<file path="src/rtl/zjh_bcd_scan_counter_if.sv">
// Purpose: groups the counter control, load, count and display pins of zjh_bcd_scan_counter.
// Latency: none; this is a wiring bundle only.
// Backpressure: none; En gates counting and there is no ready signal.
interface zjh_bcd_scan_counter_if #(
    parameter int NDIG = 4
);
    // Control and load inputs to the counter.
    logic                En;
    logic                Up;
    logic                Load;
    logic [4*NDIG-1:0]   Din;

    // Count state and cascade/status outputs.
    logic [4*NDIG-1:0]   Q;
    logic                C;
    logic                Err;

    // Display drive: one-hot digit select plus segments a..g.
    logic [NDIG-1:0]     Dig;
    logic                a;
    logic                b;
    logic                c;
    logic                d;
    logic                e;
    logic                f;
    logic                g;

    // Side that drives switches/enables and watches the display.
    modport master (
        output En, Up, Load, Din,
        input  Q, C, Err, Dig, a, b, c, d, e, f, g
    );

    // The counter itself.
    modport slave (
        input  En, Up, Load, Din,
        output Q, C, Err, Dig, a, b, c, d, e, f, g
    );
endinterface

</file>
<file path="src/rtl/zjh_bcd_scan_counter.sv">
// Purpose: N-digit BCD up/down counter with load, cascade carry and a multiplexed 7-segment scan.
// Latency: Q/Err update one Clk after the edge that samples them; C, Dig and segments are combinational.
// Backpressure: none; En is the only throttle and C is meant to feed the next stage's En.
module zjh_bcd_scan_counter #(
    parameter int NDIG           = 4,
    parameter int SCAN_DIV       = 4,
    parameter int SEG_ACTIVE_LOW = 0,
    parameter int LZB            = 0
) (
    input logic                   Clk,
    input logic                   MR,
    zjh_bcd_scan_counter_if.slave bus
);

    localparam int QW = 4 * NDIG;
    localparam int PW = (SCAN_DIV > 1) ? $clog2(SCAN_DIV) : 1;
    localparam int IW = (NDIG > 1) ? $clog2(NDIG) : 1;

    localparam logic [PW-1:0] PRESC_MAX = PW'(SCAN_DIV - 1);
    localparam logic [PW-1:0] PRESC_ONE = PW'(1);
    localparam logic [IW-1:0] IDX_MAX   = IW'(NDIG - 1);
    localparam logic [IW-1:0] IDX_ONE   = IW'(1);
    localparam logic [QW-1:0] ALL_NINES = {NDIG{4'h9}};

    // Active-high abcdefg pattern for one BCD digit; non-BCD values show nothing.
    function automatic logic [6:0] seg_decode(input logic [3:0] v);
        logic [6:0] s;
        case (v)
            4'd0:    s = 7'b1111110;
            4'd1:    s = 7'b0110000;
            4'd2:    s = 7'b1101101;
            4'd3:    s = 7'b1111001;
            4'd4:    s = 7'b0110011;
            4'd5:    s = 7'b1011011;
            4'd6:    s = 7'b1011111;
            4'd7:    s = 7'b1110000;
            4'd8:    s = 7'b1111111;
            4'd9:    s = 7'b1111011;
            default: s = 7'b0000000;
        endcase
        return s;
    endfunction

    // Registered state.
    logic [QW-1:0] q_q;
    logic [QW-1:0] q_d;
    logic          err_q;
    logic          err_d;
    logic [PW-1:0] presc_q;
    logic [PW-1:0] presc_d;
    logic [IW-1:0] idx_q;
    logic [IW-1:0] idx_d;

    // Counter datapath intermediates.
    logic [QW-1:0] din_fix;
    logic          din_bad;
    logic [QW-1:0] cnt_next;
    logic          all_lower;
    logic [3:0]    dig_v;

    // Display intermediates.
    logic [NDIG-1:0] zero_from;
    logic            zero_run;
    logic [3:0]      cur_dig;
    logic            cur_blank;
    logic [NDIG-1:0] dig_sel;
    logic [6:0]      seg_raw;
    logic [6:0]      seg_out;
    logic [NDIG-1:0] dig_out;

    // Load sanitising: any non-BCD digit loads as zero and flags Err for the following cycle.
    always_comb begin
        din_fix = '0;
        din_bad = 1'b0;
        for (int i = 0; i < NDIG; i++) begin
            if (bus.Din[4*i +: 4] > 4'd9) begin
                din_bad = 1'b1;
            end else begin
                din_fix[4*i +: 4] = bus.Din[4*i +: 4];
            end
        end
    end

    // Ripple the count: a digit moves only when every lower digit sits at its wrap value.
    always_comb begin
        cnt_next  = q_q;
        all_lower = 1'b1;
        dig_v     = 4'd0;
        for (int i = 0; i < NDIG; i++) begin
            dig_v = q_q[4*i +: 4];
            if (all_lower) begin
                if (bus.Up) begin
                    cnt_next[4*i +: 4] = (dig_v == 4'd9) ? 4'd0 : dig_v + 4'd1;
                end else begin
                    cnt_next[4*i +: 4] = (dig_v == 4'd0) ? 4'd9 : dig_v - 4'd1;
                end
            end
            all_lower = all_lower & (bus.Up ? (dig_v == 4'd9) : (dig_v == 4'd0));
        end
    end

    // Next count state: Load beats En; Err is a one-cycle pulse, never held.
    always_comb begin
        q_d   = q_q;
        err_d = 1'b0;
        if (bus.Load) begin
            q_d   = din_fix;
            err_d = din_bad;
        end else if (bus.En) begin
            q_d = cnt_next;
        end
    end

    // Scan timing runs freely from Clk, independent of counting and loading.
    always_comb begin
        presc_d = presc_q + PRESC_ONE;
        idx_d   = idx_q;
        if (presc_q == PRESC_MAX) begin
            presc_d = '0;
            idx_d   = (idx_q == IDX_MAX) ? '0 : idx_q + IDX_ONE;
        end
    end

    // All state registers; MR wins over everything and clears count, Err and scan position.
    always_ff @(posedge Clk) begin
        if (MR) begin
            q_q     <= '0;
            err_q   <= 1'b0;
            presc_q <= '0;
            idx_q   <= '0;
        end else begin
            q_q     <= q_d;
            err_q   <= err_d;
            presc_q <= presc_d;
            idx_q   <= idx_d;
        end
    end

    // zero_from[k] is set when digits k..NDIG-1 are all zero (leading-zero detection).
    always_comb begin
        zero_from = '0;
        zero_run  = 1'b1;
        for (int k = NDIG - 1; k >= 0; k--) begin
            zero_run     = zero_run & (q_q[4*k +: 4] == 4'd0);
            zero_from[k] = zero_run;
        end
    end

    // Pick the digit under the scan index and decide whether it is a blanked leading zero.
    always_comb begin
        dig_sel   = '0;
        cur_dig   = 4'd0;
        cur_blank = 1'b0;
        for (int k = 0; k < NDIG; k++) begin
            if (idx_q == IW'(k)) begin
                dig_sel[k] = 1'b1;
                cur_dig    = q_q[4*k +: 4];
                cur_blank  = (LZB != 0) && (k > 0) && zero_from[k];
            end
        end
    end

    // Segment pattern, blanking first, then polarity for common-anode boards.
    always_comb begin
        seg_raw = cur_blank ? 7'b0000000 : seg_decode(cur_dig);
        seg_out = seg_raw;
        dig_out = dig_sel;
        if (SEG_ACTIVE_LOW != 0) begin
            seg_out = ~seg_raw;
            dig_out = ~dig_sel;
        end
    end

    // Carry fires in the cycle before the wrap so the next stage counts on the same edge.
    assign bus.C = bus.En & ~bus.Load & ~MR &
                   ((bus.Up & (q_q == ALL_NINES)) | (~bus.Up & (q_q == '0)));

    assign bus.Q   = q_q;
    assign bus.Err = err_q;
    assign bus.Dig = dig_out;
    assign {bus.a, bus.b, bus.c, bus.d, bus.e, bus.f, bus.g} = seg_out;

endmodule
</file>
<file path="src/flat_wrapper.sv">
// flat-port wrapper written by rule: the top's interface ports become plain ports
module zjh_bcd_scan_counter_flat 
#(
    parameter int NDIG           = 4,
    parameter int SCAN_DIV       = 4,
    parameter int SEG_ACTIVE_LOW = 0,
    parameter int LZB            = 0
)
  (Clk, MR, bus_En, bus_Up, bus_Load, bus_Din, bus_Q, bus_C, bus_Err, bus_Dig, bus_a, bus_b, bus_c, bus_d, bus_e, bus_f, bus_g);
  zjh_bcd_scan_counter_if #(.NDIG(NDIG)) bus_i ();
  input logic Clk;
  input logic MR;
  input wire logic [$bits(bus_i.En)-1:0] bus_En;
  input wire logic [$bits(bus_i.Up)-1:0] bus_Up;
  input wire logic [$bits(bus_i.Load)-1:0] bus_Load;
  input wire logic [$bits(bus_i.Din)-1:0] bus_Din;
  output wire logic [$bits(bus_i.Q)-1:0] bus_Q;
  output wire logic [$bits(bus_i.C)-1:0] bus_C;
  output wire logic [$bits(bus_i.Err)-1:0] bus_Err;
  output wire logic [$bits(bus_i.Dig)-1:0] bus_Dig;
  output wire logic [$bits(bus_i.a)-1:0] bus_a;
  output wire logic [$bits(bus_i.b)-1:0] bus_b;
  output wire logic [$bits(bus_i.c)-1:0] bus_c;
  output wire logic [$bits(bus_i.d)-1:0] bus_d;
  output wire logic [$bits(bus_i.e)-1:0] bus_e;
  output wire logic [$bits(bus_i.f)-1:0] bus_f;
  output wire logic [$bits(bus_i.g)-1:0] bus_g;
  assign bus_i.En = bus_En;
  assign bus_i.Up = bus_Up;
  assign bus_i.Load = bus_Load;
  assign bus_i.Din = bus_Din;
  assign bus_Q = bus_i.Q;
  assign bus_C = bus_i.C;
  assign bus_Err = bus_i.Err;
  assign bus_Dig = bus_i.Dig;
  assign bus_a = bus_i.a;
  assign bus_b = bus_i.b;
  assign bus_c = bus_i.c;
  assign bus_d = bus_i.d;
  assign bus_e = bus_i.e;
  assign bus_f = bus_i.f;
  assign bus_g = bus_i.g;
  zjh_bcd_scan_counter #(.NDIG(NDIG), .SCAN_DIV(SCAN_DIV), .SEG_ACTIVE_LOW(SEG_ACTIVE_LOW), .LZB(LZB)) u_core (.Clk(Clk), .MR(MR), .bus(bus_i));
endmodule
</file>
<file path="config.mk">
export PLATFORM = sky130hd
export DESIGN_NAME = zjh_bcd_scan_counter_flat
export DESIGN_NICKNAME = d
export VERILOG_FILES = /design/src/rtl/zjh_bcd_scan_counter_if.sv /design/src/rtl/zjh_bcd_scan_counter.sv /design/src/flat_wrapper.sv
export SDC_FILE = /design/constraint.sdc
export NUM_CORES = 1
export LEC_CHECK = 0
export ABC_AREA = 1
export ABC_CLOCK_PERIOD_IN_PS = 2800
export CAP_MARGIN = 0
export CORE_UTILIZATION = 35
export CTS_CLUSTER_DIAMETER = 120
export DETAILED_ROUTE_END_ITERATION = 6
export PLACE_DENSITY = 0.58
export SETUP_SLACK_MARGIN = 0.1
export SLEW_MARGIN = 10
export SYNTH_ARGS = -nofsm -noshare
export SYNTH_HDL_FRONTEND = slang
export SYNTH_SLANG_ARGS = --single-unit
</file>
<file path="constraint.sdc">
create_clock -name Clk -period 2.8 [get_ports Clk]
set_clock_uncertainty 0.2 [all_clocks]
set_input_delay 0.42 -clock Clk [delete_from_list [all_inputs] [get_ports Clk]]
set_output_delay 0.42 -clock Clk [all_outputs]
set_load 0.02 [all_outputs]
</file>
# --- Yosys cells after proc, flatten, opt, wreduce, memory -nomap -nowiden ---
# Memories as Yosys holds them, arrays and structs flattened.
# Cells that the tools add are included.
classes:
  addsub: 10
  order_cmp: 4
  eq_ne: 9
  muxes: 37
  bitwise_logic: 11
  reduce_logical: 15
ops:
  columns: ["cell", "count"]
  rows:
  - ["2-to-1 mux 4 bit", 23]
  - ["2-to-1 mux 16 bit", 2]
  - ["adder 4 x 1 -> 4 bit (second input constant)", 4]
  - ["equality test 16 bit (second input constant)", 1]
  - ["equality test 4 bit (second input constant)", 4]
  - ["greater-than comparator 4 bit (second input constant)", 4]
  - ["zero test 16 bit", 1]
  - ["zero test 4 bit", 4]
  - ["subtractor 4 x 1 -> 4 bit (second input constant)", 4]
  - ["2-to-1 mux 1 bit", 11]
  - ["nonzero test 2 bit", 4]
  - ["bitwise AND 1 bit", 7]
  - ["equality test 2 bit (second input constant)", 3]
  - ["AND reduction 2 bit", 3]
  - ["adder 2 x 1 -> 2 bit (second input constant)", 2]
  - ["OR reduction 2 bit", 2]
  - ["NOT 1 bit", 3]
  - ["equality test 2 x 1 -> 1 bit (second input constant)", 1]
  - ["zero test 2 bit", 1]
  - ["2-to-1 mux 2 bit", 1]
  - ["OR 1 bit", 1]
totals:
  register_bits: 21
  mem_bits_ro: 112
  input_bits: 21
  out_inout_bits: 29
  wordCells: 94
  mem_count: 1
memory_table:
  columns: ["memory", "depth", "word_bits", "rd", "rd_clocked_by_memory_dff", "wr", "line_no", "source"]
  rows:
  - ["(name not given)", 16, 7, 1, 0, 0, "zjh_bcd_scan_counter.sv:28", "case (v)"]

# --- Depth between registers and ports, before layout ---
depth:
  ltp_word: 7
  mapped_depth: 14
  ltp_nobuf: 14

# --- Worst setup path after synthesis ---
# Ideal clock, no wire load.
synth_path:
  path_kind: "reg-to-output"
  from: "register u_core.idx_q[0]"
  to: "output port bus_a"
  t_arrival_ns: 2.017
  required_ns: 2.180
  setup_slack_ns: 0.163
  stages_incl_launch_ff: 12
  n_path_buf: 1
  cell_sequence: "dfxtp_1 -> ha_1 -> clkbuf_1 -> inv_1 -> o21ai_0 -> inv_1 -> ha_1 -> inv_1 -> nand2_1 -> o21ai_0 -> nand2_1 -> nand2_1"
synth_via:
  elab_chain_cells: 6
  word_cells_on_any_way: 9
  cone_classes: "eq/ne (3); mux (4); reduce/logical (1); memory (1)"
synth_rtl:
  columns: ["element", "line_no", "source"]
  rows:
  - ["from (decl)", "zjh_bcd_scan_counter.sv:51", "logic [IW-1:0] idx_q;"]
  - ["from (signal assigned)", "zjh_bcd_scan_counter.sv:135", "idx_q <= idx_d;"]
  - ["zero test 2 bit", "zjh_bcd_scan_counter.sv:155", "if (idx_q == IW'(k)) begin"]
  - ["2-to-1 mux 4 bit (3 in series)", "zjh_bcd_scan_counter.sv:155", null]
  - ["2-to-1 mux 4 bit *", "zjh_bcd_scan_counter.sv:155", null]
  - ["memory read (16 x 7 bit) *", null, null]
  - ["to (decl)", "flat_wrapper.sv:21", "output wire logic [$bits(bus_i.a)-1:0] bus_a;"]
# Every way passes the cells marked *; elsewhere a longest branch is shown, timed or not.

# --- Worst setup path after layout ---
layout_path:
  from: "register u_core.idx_q[1]"
  to: "output port bus_b"
layout_via:
  elab_chain_cells: 6
  word_cells_on_any_way: 9
  cone_classes: "eq/ne (3); mux (4); reduce/logical (1); memory (1)"
layout_rtl:
  columns: ["element", "line_no", "source"]
  rows:
  - ["zero test 2 bit", "zjh_bcd_scan_counter.sv:155", null]
  - ["2-to-1 mux 4 bit (3 in series)", "zjh_bcd_scan_counter.sv:155", null]
  - ["2-to-1 mux 4 bit *", "zjh_bcd_scan_counter.sv:155", null]
  - ["memory read (16 x 7 bit) *", null, null]
  - ["to (decl)", "flat_wrapper.sv:22", "output wire logic [$bits(bus_i.b)-1:0] bus_b;"]
# Marks and branches as above.

==> impl_metrics.ini <==
[run_status]
outcome = finished clean

[sta]
period_needed_ns = 2.65
drv_slew = 0
finalSetupTns_ns = 0
tightestPinTransition_ns = 0.549
slew_headroom_pct = 63.0
hold_viol = 0
grt_setup_unrepaired = true
hold_slack_ns = 0.225
setup_viol = 0
fin_crit_sh_pct = 94.5
fmax_ghz = 0.378

[critical_path]
crit_required_ns = 2.18
critPathCaptureType = primary output
crit_path_start_kind = flip-flop
cp_max_fo = 4
cp_cell_sequence = inv_4 > ha_4 > inv_4 > nand3_1 > o21ai_1 > o21ai_1 > o21ai_2 > buf_4 > ha_4 > o21ai_2 > nand2_1 > buf_6
arrival_ns = 2.03
cp_slowest_stage_delay_ns = 0.37
cp_top_family = compound AO/OA/AOI/OAI gates
cp_num_buf_inv = 4
slowest_stage = dfxtp_4
crit_type = flip-flop to primary output

[yosys]
yosys_warnings = 0
seq_area_frac_synth_pct = 20.3
synthCells = 372
synthesis.nets = 404
synth.distinct_cells = 28
syn_avg_cell_area_um2 = 5.56
netlist_area_mm2 = 0.00207
yosys_register_bits = 21

[cts]
ctsHtreeMaxLevel = 1
cts_tree = yes
hold_buffers = 0
cts-buffers-inserted = 3
root_buffer = clkbuf_8
clock-sinks = 21
cts_buffer_depth = 2
clock_insertion_delay_worst_skew_ns = 0.26
path_clk_slew_ns = 0.08

[global_route]
grt_pass1_vias = 2301
grt_max_degree = 26
antenna_found_initial = 0
grt_pass1_wl_um = 10500
track_usage_pct = 20.9
grt-ovfl-total = 0

[run]
maxCapViolCount = 0

[drt]
wl_um = 6490
route.met2.wl_um = 3020
top_layer = met4
dr.pass1.iters = 5
antenna_left = 0
wl_met3_um = 370
vias = 2594
drc_errors = 0
wl_met1_um = 3040
vias_per_cell = 4.97
first_iter_violations = 136
wire_per_inst_um = 12.4

[floorplan]
std_cell_rows = 27
initial_utilization_pct = 36.9
die_area_mm2 = 0.00622
die_x_um = 78.9
die_h_um = 78.9
ios = 50
core_mm2 = 0.00561

[layout]
final_design_area_no_fill_mm2 = 0.00311
fin_util_pct = 55.4
final_layout_size_suffix_gt1_share_pct = 22.2
nNetsFinal = 483
final_common_cell = nand2_1
area_delta_synth_final_pct = 50.2
final_cell_mix = 101 x nand2_1, 43 x nor2_1, 41 x clkdlybuf4s50_1, 38 x nand3_1, 34 x inv_1
antennaDiodeCount = 0
stdcell_count = 522

[power_and_ir_drop]
switchingPower_mw = 0.505
powerDensity_mw_per_mm2 = 393
cellLeakagePower_nw = 1.46
max-vdd-ir-drop_mv = 0.209
pwr-share-clk_pct = 17.2
intPower_mw = 0.714
netSwitchingFraction_pct = 41.4
seqPwrFrac_pct = 28.9
p_comb_share_pct = 53.9

[place]
placed_area_mm2 = 0.00285
routabilityCongestion = 0.917
dp_hpwl_um = 4870
dp_cells = 515
port_buffers = 49

[worst_hold_path]
hold_path.class = flip-flop to flip-flop
[cells in the mapped netlist, drive strengths merged]
library cell | count | area (um^2)
ha | 11 | 138
clkbuf | 4 | 15.0
and3 | 1 | 6.26
buf | 7 | 33.8
a211oi | 1 | 7.51
nand3 | 43 | 233
o21ai | 37 | 185
inv | 49 | 184
a22oi | 1 | 7.51
nor3 | 4 | 20.0
nor3b | 1 | 7.51
xor2 | 1 | 8.76
nand4 | 3 | 18.8
nand2 | 111 | 434
nor2 | 48 | 193
dfxtp | 21 | 420
o211ai | 2 | 15.0
a31oi | 2 | 12.5
a21oi | 24 | 120
a41oi | 1 | 8.76
[worst reg2reg max path: stages (launching register included)]
cell     delay [ns]
dfxtp_1        0.39
buf_4          0.16
inv_1          0.09
nor2_2         0.16
nand2_1        0.10
nand2_1        0.08
nand3_2        0.09
nand2_4        0.14
nand3_4        0.13
nor2_1         0.16
nor2_1         0.06
[power groups by stage]
stage	registers, mW	logic [mW]	clock network, mW
2_1_floorplan	0.390	0.316	0
4_1_cts	0.352	0.589	0.218
5_1_grt	0.355	0.727	0.228
3_5_place_dp	0.359	0.589	0
3_3_place_gp	0.358	0.589	0
6_report	0.352	0.657	0.210
[layout make-up]
| class | instances | area (um^2) |
|---|---|---|
| timing repair buffer | 85 | 781 |
| sequential | 21 | 428 |
| inverter | 49 | 191 |
| fill | 570 | 2500 |
| tap | 72 | 90.1 |
| multi-input combinational | 291 | 1570 |
| clock buffer | 4 | 45.0 |
[repair_timing]
action | in CTS | in global routing
resized for setup | 51 | 47
pin swaps | 6 | 15
buffers inserted | 1 | 2
hold endpoints to repair | 0 | 0
setup endpoints to repair | 8 | 7
[worst paths after layout]
check	depth (start not counted)	startpoint	slack, ns	endpoint
hold / removal	1	u_core.presc_q[0]	0.22	u_core.presc_q[0]
setup reg to reg	10	u_core.bus.Q[3]	0.93	u_core.bus.Q[12]
setup / recovery	12	u_core.idx_q[1]	0.15	bus_b
hold reg to reg	1	u_core.presc_q[0]	0.22	u_core.presc_q[0]
[flip-flops by register name, indices dropped and copies added, names as in the netlist]
register	cells
u_core.bus.Err	1
u_core.bus.Q	16
u_core.idx_q	2
u_core.presc_q	2
[metal layers]
layer	vias up	global-route usage, %
met5	-	0
met4	0	4.00
met3	4	2.07
met2	84	35.7
met1	1150	28.6
li1	1356	-
[per-stage QoR]
| step | setup WS [ns] | power [mW] |
|---|---|---|
| 2_1_floorplan | 0.163 | 0.706 |
| 3_3_place_gp | -0.146 | 0.948 |
| 3_5_place_dp | -0.218 | 0.948 |
| 4_1_cts | 0.0873 | 1.16 |
| 5_1_grt | 0.0276 | 1.31 |
| 6_report | 0.154 | 1.22 |
[cells by family after synthesis]
logic type | count (synthesis) | synth area share, %
simple gates | 211 | 44.1
buf+inv | 60 | 11.3
flops | 21 | 20.3
xor+xnor | 1 | 0.424
compound gates | 68 | 17.2
fa+ha+maj | 11 | 6.65
Power figures use the tool's default switching activity.
